$ cat config.mk
export PLATFORM = sky130hd
export DESIGN_NAME = ghrd_reset_sequencer
export DESIGN_NICKNAME = d
export VERILOG_FILES = /design/src/rtl/ghrd_rst_pkg.sv /design/src/rtl/rst_debounce.sv /design/src/rtl/ghrd_reset_sequencer.sv
export SDC_FILE = /design/constraint.sdc
export NUM_CORES = 1
export LEC_CHECK = 0
export CORE_MARGIN = 8
export CORE_UTILIZATION = 30
export DETAILED_ROUTE_END_ITERATION = 16
export GPL_TIMING_DRIVEN = 0
export HOLD_SLACK_MARGIN = 0.06
export PLACE_DENSITY_LB_ADDON = 0.05
export SLEW_MARGIN = 30
export SYNTH_ARGS = -nofsm -noshare
export SYNTH_HDL_FRONTEND = slang
export SYNTH_HIERARCHICAL = 1
export SYNTH_SLANG_ARGS = --single-unit
$ cat constraint.sdc
create_clock -name clk_100_clk -period 3.99 [get_ports clk_100_clk]
set_clock_uncertainty 0.15 [all_clocks]
set_input_delay 0.798 -clock clk_100_clk [delete_from_list [all_inputs] [get_ports clk_100_clk]]
set_output_delay 0.798 -clock clk_100_clk [all_outputs]
set_load 0.01 [all_outputs]
$ cat src/rtl/ghrd_rst_pkg.sv
// ghrd_rst_pkg
// Shared definitions for the GHRD fabric reset sequencer:
//   - state_t / S_INIT, S_HOLD, S_RUN : sequencer FSM encodings (3 is illegal)
//   - cause_t / CAUSE_*               : last_cause encodings
//   - RESET_COUNT_W                   : width of the saturating reset-event counter
//   - sat_inc()                       : saturating increment for that counter
package ghrd_rst_pkg;

  typedef logic [1:0] state_t;

  localparam state_t S_INIT = 2'd0;
  localparam state_t S_HOLD = 2'd1;
  localparam state_t S_RUN  = 2'd2;

  typedef logic [1:0] cause_t;

  localparam cause_t CAUSE_INIT   = 2'd0;
  localparam cause_t CAUSE_PLL    = 2'd1;
  localparam cause_t CAUSE_BUTTON = 2'd2;
  localparam cause_t CAUSE_SW     = 2'd3;

  localparam int RESET_COUNT_W = 8;

  // The event counter sticks at all-ones so software can tell "many" from a
  // wrapped small number.
  function automatic logic [RESET_COUNT_W-1:0] sat_inc(input logic [RESET_COUNT_W-1:0] value);
    return (&value) ? value : value + 1'b1;
  endfunction

endpackage

$ cat src/rtl/rst_debounce.sv
// rst_debounce
// Synchronizes a raw, bouncy, active-low push-button and emits exactly one
// single-cycle press pulse once the synchronized level has been low for
// DEBOUNCE_CYCLES consecutive cycles. Pin-to-pulse latency is
// SYNC_STAGES + DEBOUNCE_CYCLES cycles; holding the button longer produces no
// further pulses until it has been released.
//
// Ports:
//   clk      in   clock
//   rst_n    in   synchronous active-low reset
//   pin_n    in   raw button pin, active-low, asynchronous
//   press    out  registered single-cycle press pulse
module rst_debounce #(
  parameter int SYNC_STAGES     = 3,
  parameter int DEBOUNCE_CYCLES = 2000000
) (
  input  logic clk,
  input  logic rst_n,
  input  logic pin_n,
  output logic press
);

  localparam int DW = $clog2(DEBOUNCE_CYCLES + 1);

  logic [SYNC_STAGES-1:0] sync_q;
  logic                   button_s;
  logic [DW-1:0]          cnt;

  assign button_s = sync_q[SYNC_STAGES-1];

  // Synchronizer chain; resets to the released (high) level so a reset never
  // looks like a press.
  always_ff @(posedge clk) begin
    if (!rst_n) begin
      sync_q <= '1;
    end else begin
      sync_q <= {sync_q[SYNC_STAGES-2:0], pin_n};
    end
  end

  // Low-time counter. It stops one past the firing value, so the pulse is
  // produced only on the single cycle the counter steps from
  // DEBOUNCE_CYCLES-1 onwards; any high sample restarts the measurement.
  always_ff @(posedge clk) begin
    if (!rst_n) begin
      cnt   <= '0;
      press <= 1'b0;
    end else begin
      press <= 1'b0;
      if (button_s) begin
        cnt <= '0;
      end else if (cnt != DW'(DEBOUNCE_CYCLES)) begin
        cnt   <= cnt + DW'(1);
        press <= (cnt == DW'(DEBOUNCE_CYCLES - 1));
      end
    end
  end

endmodule

$ cat src/rtl/ghrd_reset_sequencer.sv
// ghrd_reset_sequencer
// Fabric-side reset sequencer driving the HPS platform subsystem reset
// (qsys_top reset_reset_n). After device init completes and the PLL locks, the
// subsystem is held in reset for HOLD_CYCLES and then released. A debounced
// button press, a software request or PLL loss re-issues the reset.
//
// Optional build macro: RSTSEQ_HEARTBEAT_EN adds a 1 Hz heartbeat output that
// toggles only while the subsystem is running.
//
// Ports:
//   clk_100_clk    in   system clock
//   reset_reset_n  in   synchronous active-low block reset
//   ninit_done     in   device init not done (async, active-high)
//   pll_locked     in   fabric PLL lock (async)
//   button_n       in   raw board push-button (async, active-low)
//   sw_reset_req   in   single-cycle software reset request (synchronous)
//   sys_reset_n    out  registered active-low subsystem reset
//   seq_state      out  current FSM state
//   last_cause     out  cause of the most recent reset
//   reset_count    out  saturating count of post-run reset events
//   heartbeat      out  1 Hz heartbeat (RSTSEQ_HEARTBEAT_EN only)
module ghrd_reset_sequencer
  import ghrd_rst_pkg::*;
#(
  parameter int CLK_FREQ_HZ     = 100000000,
  parameter int SYNC_STAGES     = 3,
  parameter int DEBOUNCE_CYCLES = 2000000,
  parameter int HOLD_CYCLES     = 1024,
  parameter int CNT_W           = 24
) (
  input  logic                     clk_100_clk,
  input  logic                     reset_reset_n,
  input  logic                     ninit_done,
  input  logic                     pll_locked,
  input  logic                     button_n,
  input  logic                     sw_reset_req,
  output logic                     sys_reset_n,
  output logic [1:0]               seq_state,
  output logic [1:0]               last_cause,
  output logic [RESET_COUNT_W-1:0] reset_count
`ifdef RSTSEQ_HEARTBEAT_EN
  ,
  output logic                     heartbeat
`endif
);

  logic [SYNC_STAGES-1:0] ninit_sync_q;
  logic [SYNC_STAGES-1:0] pll_sync_q;
  logic                   ninit_done_s;
  logic                   pll_locked_s;
  logic                   press;
  state_t                 state;
  logic [CNT_W-1:0]       hold_cnt;

  assign ninit_done_s = ninit_sync_q[SYNC_STAGES-1];
  assign pll_locked_s = pll_sync_q[SYNC_STAGES-1];
  assign seq_state    = state;

  // Init-done and PLL-lock synchronizers. Reset values are the "not ready"
  // levels so the FSM cannot leave S_INIT until real status has propagated.
  always_ff @(posedge clk_100_clk) begin
    if (!reset_reset_n) begin
      ninit_sync_q <= '1;
      pll_sync_q   <= '0;
    end else begin
      ninit_sync_q <= {ninit_sync_q[SYNC_STAGES-2:0], ninit_done};
      pll_sync_q   <= {pll_sync_q[SYNC_STAGES-2:0], pll_locked};
    end
  end

  rst_debounce #(
    .SYNC_STAGES     (SYNC_STAGES),
    .DEBOUNCE_CYCLES (DEBOUNCE_CYCLES)
  ) u_button_debounce (
    .clk   (clk_100_clk),
    .rst_n (reset_reset_n),
    .pin_n (button_n),
    .press (press)
  );

  // Sequencer FSM. sys_reset_n is registered alongside the state so it falls
  // on the edge the state leaves S_RUN and rises on the edge it enters S_RUN.
  // A press or software request during S_HOLD restarts the hold interval and
  // records the cause without counting a new event; only resets issued from
  // S_RUN (other than init loss) are counted.
  always_ff @(posedge clk_100_clk) begin
    if (!reset_reset_n) begin
      state       <= S_INIT;
      sys_reset_n <= 1'b0;
      last_cause  <= CAUSE_INIT;
      reset_count <= '0;
      hold_cnt    <= '0;
    end else begin
      case (state)
        S_INIT: begin
          sys_reset_n <= 1'b0;
          if (!ninit_done_s && pll_locked_s) begin
            state    <= S_HOLD;
            hold_cnt <= '0;
          end
        end

        S_HOLD: begin
          sys_reset_n <= 1'b0;
          if (ninit_done_s || !pll_locked_s) begin
            state <= S_INIT;
          end else if (press || sw_reset_req) begin
            hold_cnt   <= '0;
            last_cause <= press ? CAUSE_BUTTON : CAUSE_SW;
          end else if (hold_cnt == CNT_W'(HOLD_CYCLES - 1)) begin
            state       <= S_RUN;
            sys_reset_n <= 1'b1;
          end else begin
            hold_cnt <= hold_cnt + CNT_W'(1);
          end
        end

        S_RUN: begin
          sys_reset_n <= 1'b1;
          if (ninit_done_s) begin
            state       <= S_INIT;
            sys_reset_n <= 1'b0;
            last_cause  <= CAUSE_INIT;
          end else if (!pll_locked_s) begin
            state       <= S_INIT;
            sys_reset_n <= 1'b0;
            last_cause  <= CAUSE_PLL;
            reset_count <= sat_inc(reset_count);
          end else if (press || sw_reset_req) begin
            state       <= S_HOLD;
            sys_reset_n <= 1'b0;
            hold_cnt    <= '0;
            last_cause  <= press ? CAUSE_BUTTON : CAUSE_SW;
            reset_count <= sat_inc(reset_count);
          end
        end

        default: begin
          state       <= S_INIT;
          sys_reset_n <= 1'b0;
        end
      endcase
    end
  end

`ifdef RSTSEQ_HEARTBEAT_EN
  localparam int HB_HALF = CLK_FREQ_HZ / 2;

  logic [31:0] hb_cnt;

  // Heartbeat toggles every half second of clock while running and is parked
  // low with its counter cleared in every other state.
  always_ff @(posedge clk_100_clk) begin
    if (!reset_reset_n) begin
      hb_cnt    <= '0;
      heartbeat <= 1'b0;
    end else if (state != S_RUN) begin
      hb_cnt    <= '0;
      heartbeat <= 1'b0;
    end else if (hb_cnt == 32'(HB_HALF - 1)) begin
      hb_cnt    <= '0;
      heartbeat <= ~heartbeat;
    end else begin
      hb_cnt <= hb_cnt + 32'd1;
    end
  end
`endif

endmodule

==> impl_metrics.env <==
export IMPL_wl_um=8989
export IMPL_cp_end_kind="register"
export IMPL_worstPathArrival_ns=3.12
export IMPL_h_tree_depth=3
export IMPL_rr_endpoint="hold_cnt[17]"
export IMPL_switching_share_pct=23.52
export IMPL_tightestPinTransition_ns=0.7843
export IMPL_cts_buffer_depth=2
export IMPL_clk_pin_slew_ns=0.06
export IMPL_drtPass1Iterations=4
export IMPL_worst_r2r_startpoint="seq_state[0]"
export IMPL_combPwrFrac_pct=4.4
export IMPL_finalHoldViolCount=0
export IMPL_layout_common_cells="dfxtp_1, nor2_1, a21oi_1, nand3_1, o21ai_0"
export IMPL_pwr_density_cell_mw_per_mm2=373.1
export IMPL_gr_usage_met3_pct=3.872
export IMPL_cp_start_kind="input port"
export IMPL_status="finished clean"
export IMPL_area_sequential_mm2=0.001361
export IMPL_max_slew_margin_pct=47.66
export IMPL_final_util_pct=36.50
export IMPL_drc=0
export IMPL_grtUsageTotal_pct=12.03
export IMPL_p_sw_uw=367.3
export IMPL_syn_area_mm2=0.003525
export IMPL_crit_chain="clkdlybuf4s50_1 > nor3b_4 > nand3_2 > a31oi_2 > nand2_2 > o32ai_2"
export IMPL_maxSlewViolCount=0
export IMPL_antenna_found_initial=0
export IMPL_via_per_inst=5.289
export IMPL_ios=19
export IMPL_ir_drop_mv=0.2814
export IMPL_crit_buf_inv=1
export IMPL_place_congestion=0.7430
export IMPL_clkSinkCount=68
export IMPL_drive_gt1_share_pct=12.18
export IMPL_cap_viol_max_count=0
export IMPL_synth_seq_area_share_pct=38.62
export IMPL_async_flop_share_pct=0
export IMPL_pre_cts_slack_ns=0.6063
export IMPL_cts_resized=0
export IMPL_grtUsageMet1_pct=14.95
export IMPL_vias=3057
export IMPL_cp_max_fo=10
export IMPL_wl_per_cell_um=15.55
export IMPL_ys_types=61
export IMPL_post_cts_buffers=0
export IMPL_syn_inst=401
export IMPL_die_y_um=124.4
export IMPL_yosys_warnings=6
export IMPL_finalCritPeriodShare_pct=75.63
export IMPL_ys_ff_latch=68
export IMPL_start_util_pct=30.74
export IMPL_die_w_um=124.4
export IMPL_grt_busiest_layer="met2"
export IMPL_cts_hold_fix_buffers=0
export IMPL_hold_depth=1
export IMPL_use_met2_pct=18.95
export IMPL_drtIter0Drc=183
export IMPL_multiInputGateArea_mm2=0.002017
export IMPL_nets=444
export IMPL_hold_class="reg -> reg"
export IMPL_die_area_mm2=0.01547
export IMPL_synth_fp_nets=415
export IMPL_internal_power_mw=1.194
export IMPL_n_fill_cell=1184
export IMPL_syn_to_final_growth_pct=18.74
export IMPL_finalSetupViolations=0
export IMPL_max_freq_mhz=331.4
export IMPL_path_class="in -> reg"
export IMPL_ant_nets=0
export IMPL_r2r_slack_ns=1.25
export IMPL_crit_path_top_delay_cell="a31oi_2"
export IMPL_numCtsBuffers=9
export IMPL_grt_overflow_total=0
export IMPL_clk_latency_ns=0.34
export IMPL_pwr_share_clk_pct=51.6
export IMPL_r2r_cells=7
export IMPL_diodes=0
export IMPL_grt_pass1_wl_um=15440
export IMPL_coreArea_mm2=0.01147
export IMPL_syn_area_per_cell_um2=8.790
export IMPL_fp_row_count=39
export IMPL_cts_tree="done"
export IMPL_hold_start="ninit_sync_q[1]"
export IMPL_cellLeakagePower_nw=1.330
export IMPL_rsz0062_at_grt="no"
export IMPL_root_buffer="clkbuf_16"
export IMPL_dpl_hpwl_um=6308
export IMPL_cp_top_family="simple AND/OR/NAND/NOR gates"
export IMPL_slowest_delay_ns=0.58
export IMPL_grt_pass1_vias=2971
export IMPL_p_seq_share_pct=44.0
export IMPL_layout_min_cycle_time_ns=3.018
export IMPL_cp_required_ns=4.09
export IMPL_postLayoutSetupSlackWorst_ns=0.9725
export IMPL_ys_flop_type="dfxtp_1"
export IMPL_port_buffers=18
export IMPL_grt_max_degree=14
export IMPL_synth_edff_count=0
export IMPL_holdPathEnd="ninit_sync_q[2]"
export IMPL_fin_setup_tns_ns=0
export IMPL_final_common_cell="dfxtp_1"
==> cell families after synthesis <==
group	share of synthesized area, %
xor+xnor	3.976
buf+inv	4.153
compound gates	19.06
simple gates	30.78
flops	38.62
fa+ha+maj	2.840
mux	0.5680
==> cell type report <==
| type | count | share of cell area, % |
|---|---|---|
| buffer | 19 | 2.242 |
| clock buffer | 9 | 5.381 |
| clock inverter | 7 | 1.824 |
| inverter | 14 | 1.256 |
| multi-input combinational | 300 | 48.19 |
| sequential | 68 | 32.53 |
| tap | 143 | 4.275 |
| timing repair buffer | 18 | 4.305 |
==> cell usage after synthesis (10+ instances only) <==
| cell type | number | area share, % |
|---|---|---|
| a21oi_1 | 33 | 4.7 |
| clkbuf_1 | 10 | 1.1 |
| dfxtp_1 | 68 | 39 |
| inv_1 | 13 | 1.4 |
| nand2_1 | 16 | 1.7 |
| nand2b_1 | 10 | 1.8 |
| nand3_1 | 22 | 3.1 |
| nand4_1 | 14 | 2.5 |
| nor2_1 | 37 | 3.9 |
| nor3_1 | 16 | 2.3 |
| o21ai_0 | 19 | 2.7 |
| o311ai_0 | 10 | 2.5 |
| o31ai_1 | 14 | 3.0 |
==> power groups by stage <==
stage | registers [mW] | clock network [mW] | logic (mW)
floorplan | 0.701 | 0 | 0.0422
global placement | 0.702 | 0 | 0.0694
detailed placement | 0.702 | 0 | 0.0691
CTS | 0.687 | 0.837 | 0.0695
global route | 0.687 | 0.861 | 0.0765
finish | 0.687 | 0.807 | 0.0684
==> sequential cells by signal, indices dropped and copies added, names as in the netlist <==
register and flops:
last_cause 2, ninit_sync_q 3, pll_sync_q 3, u_button_debounce/cnt 21, seq_state 2, reset_count 8, sys_reset_n 1, u_button_debounce/sync_q 3
hold_cnt 24, u_button_debounce/press 1
==> worst reg2reg max path, stage by stage, from the launching register on <==
cell and delay [ns]:
dfxtp_1 0.41, ha_1 0.17, buf_4 0.16, nor3b_4 0.37
nand3_2 0.18, a31oi_2 0.58, nand2_2 0.34, o32ai_2 0.31
==> how the worst max path moves through the flow <==
stage,depth (start not counted),slack [ns],endpoint,start
after global placement,6,0.55,hold_cnt[13],sw_reset_req
after floorplan,8,1.79,hold_cnt[5],seq_state[0]
after CTS,6,0.96,hold_cnt[17],sw_reset_req
after detailed placement,6,0.61,hold_cnt[17],sw_reset_req
after global routing,6,0.80,hold_cnt[22],sw_reset_req
final,6,0.97,hold_cnt[17],sw_reset_req
==> metal layers <==
| metal | vias up | wire, um |
|---|---|---|
| met3 | 12 | 281 |
| met5 | - | 0 |
| met2 | 32 | 4177 |
| li1 | 1568 | - |
| met4 | 0 | 140 |
| met1 | 1445 | 4390 |
==> through the flow <==
stage / hold slack [ns] / power, mW / instance area [um2] / std cells
2_1_floorplan: 0.2363 / 0.7436 / 3525 / 401
3_3_place_gp: 0.2408 / 0.7710 / 3884 / 562
3_5_place_dp: 0.2432 / 0.7711 / 3884 / 562
4_1_cts: 0.2581 / 1.593 / 4185 / 578
5_1_grt: 0.2853 / 1.625 / 4185 / 578
6_report: 0.2565 / 1.562 / 4185 / 578
Note: power is estimated with default switching activity, not from simulation.
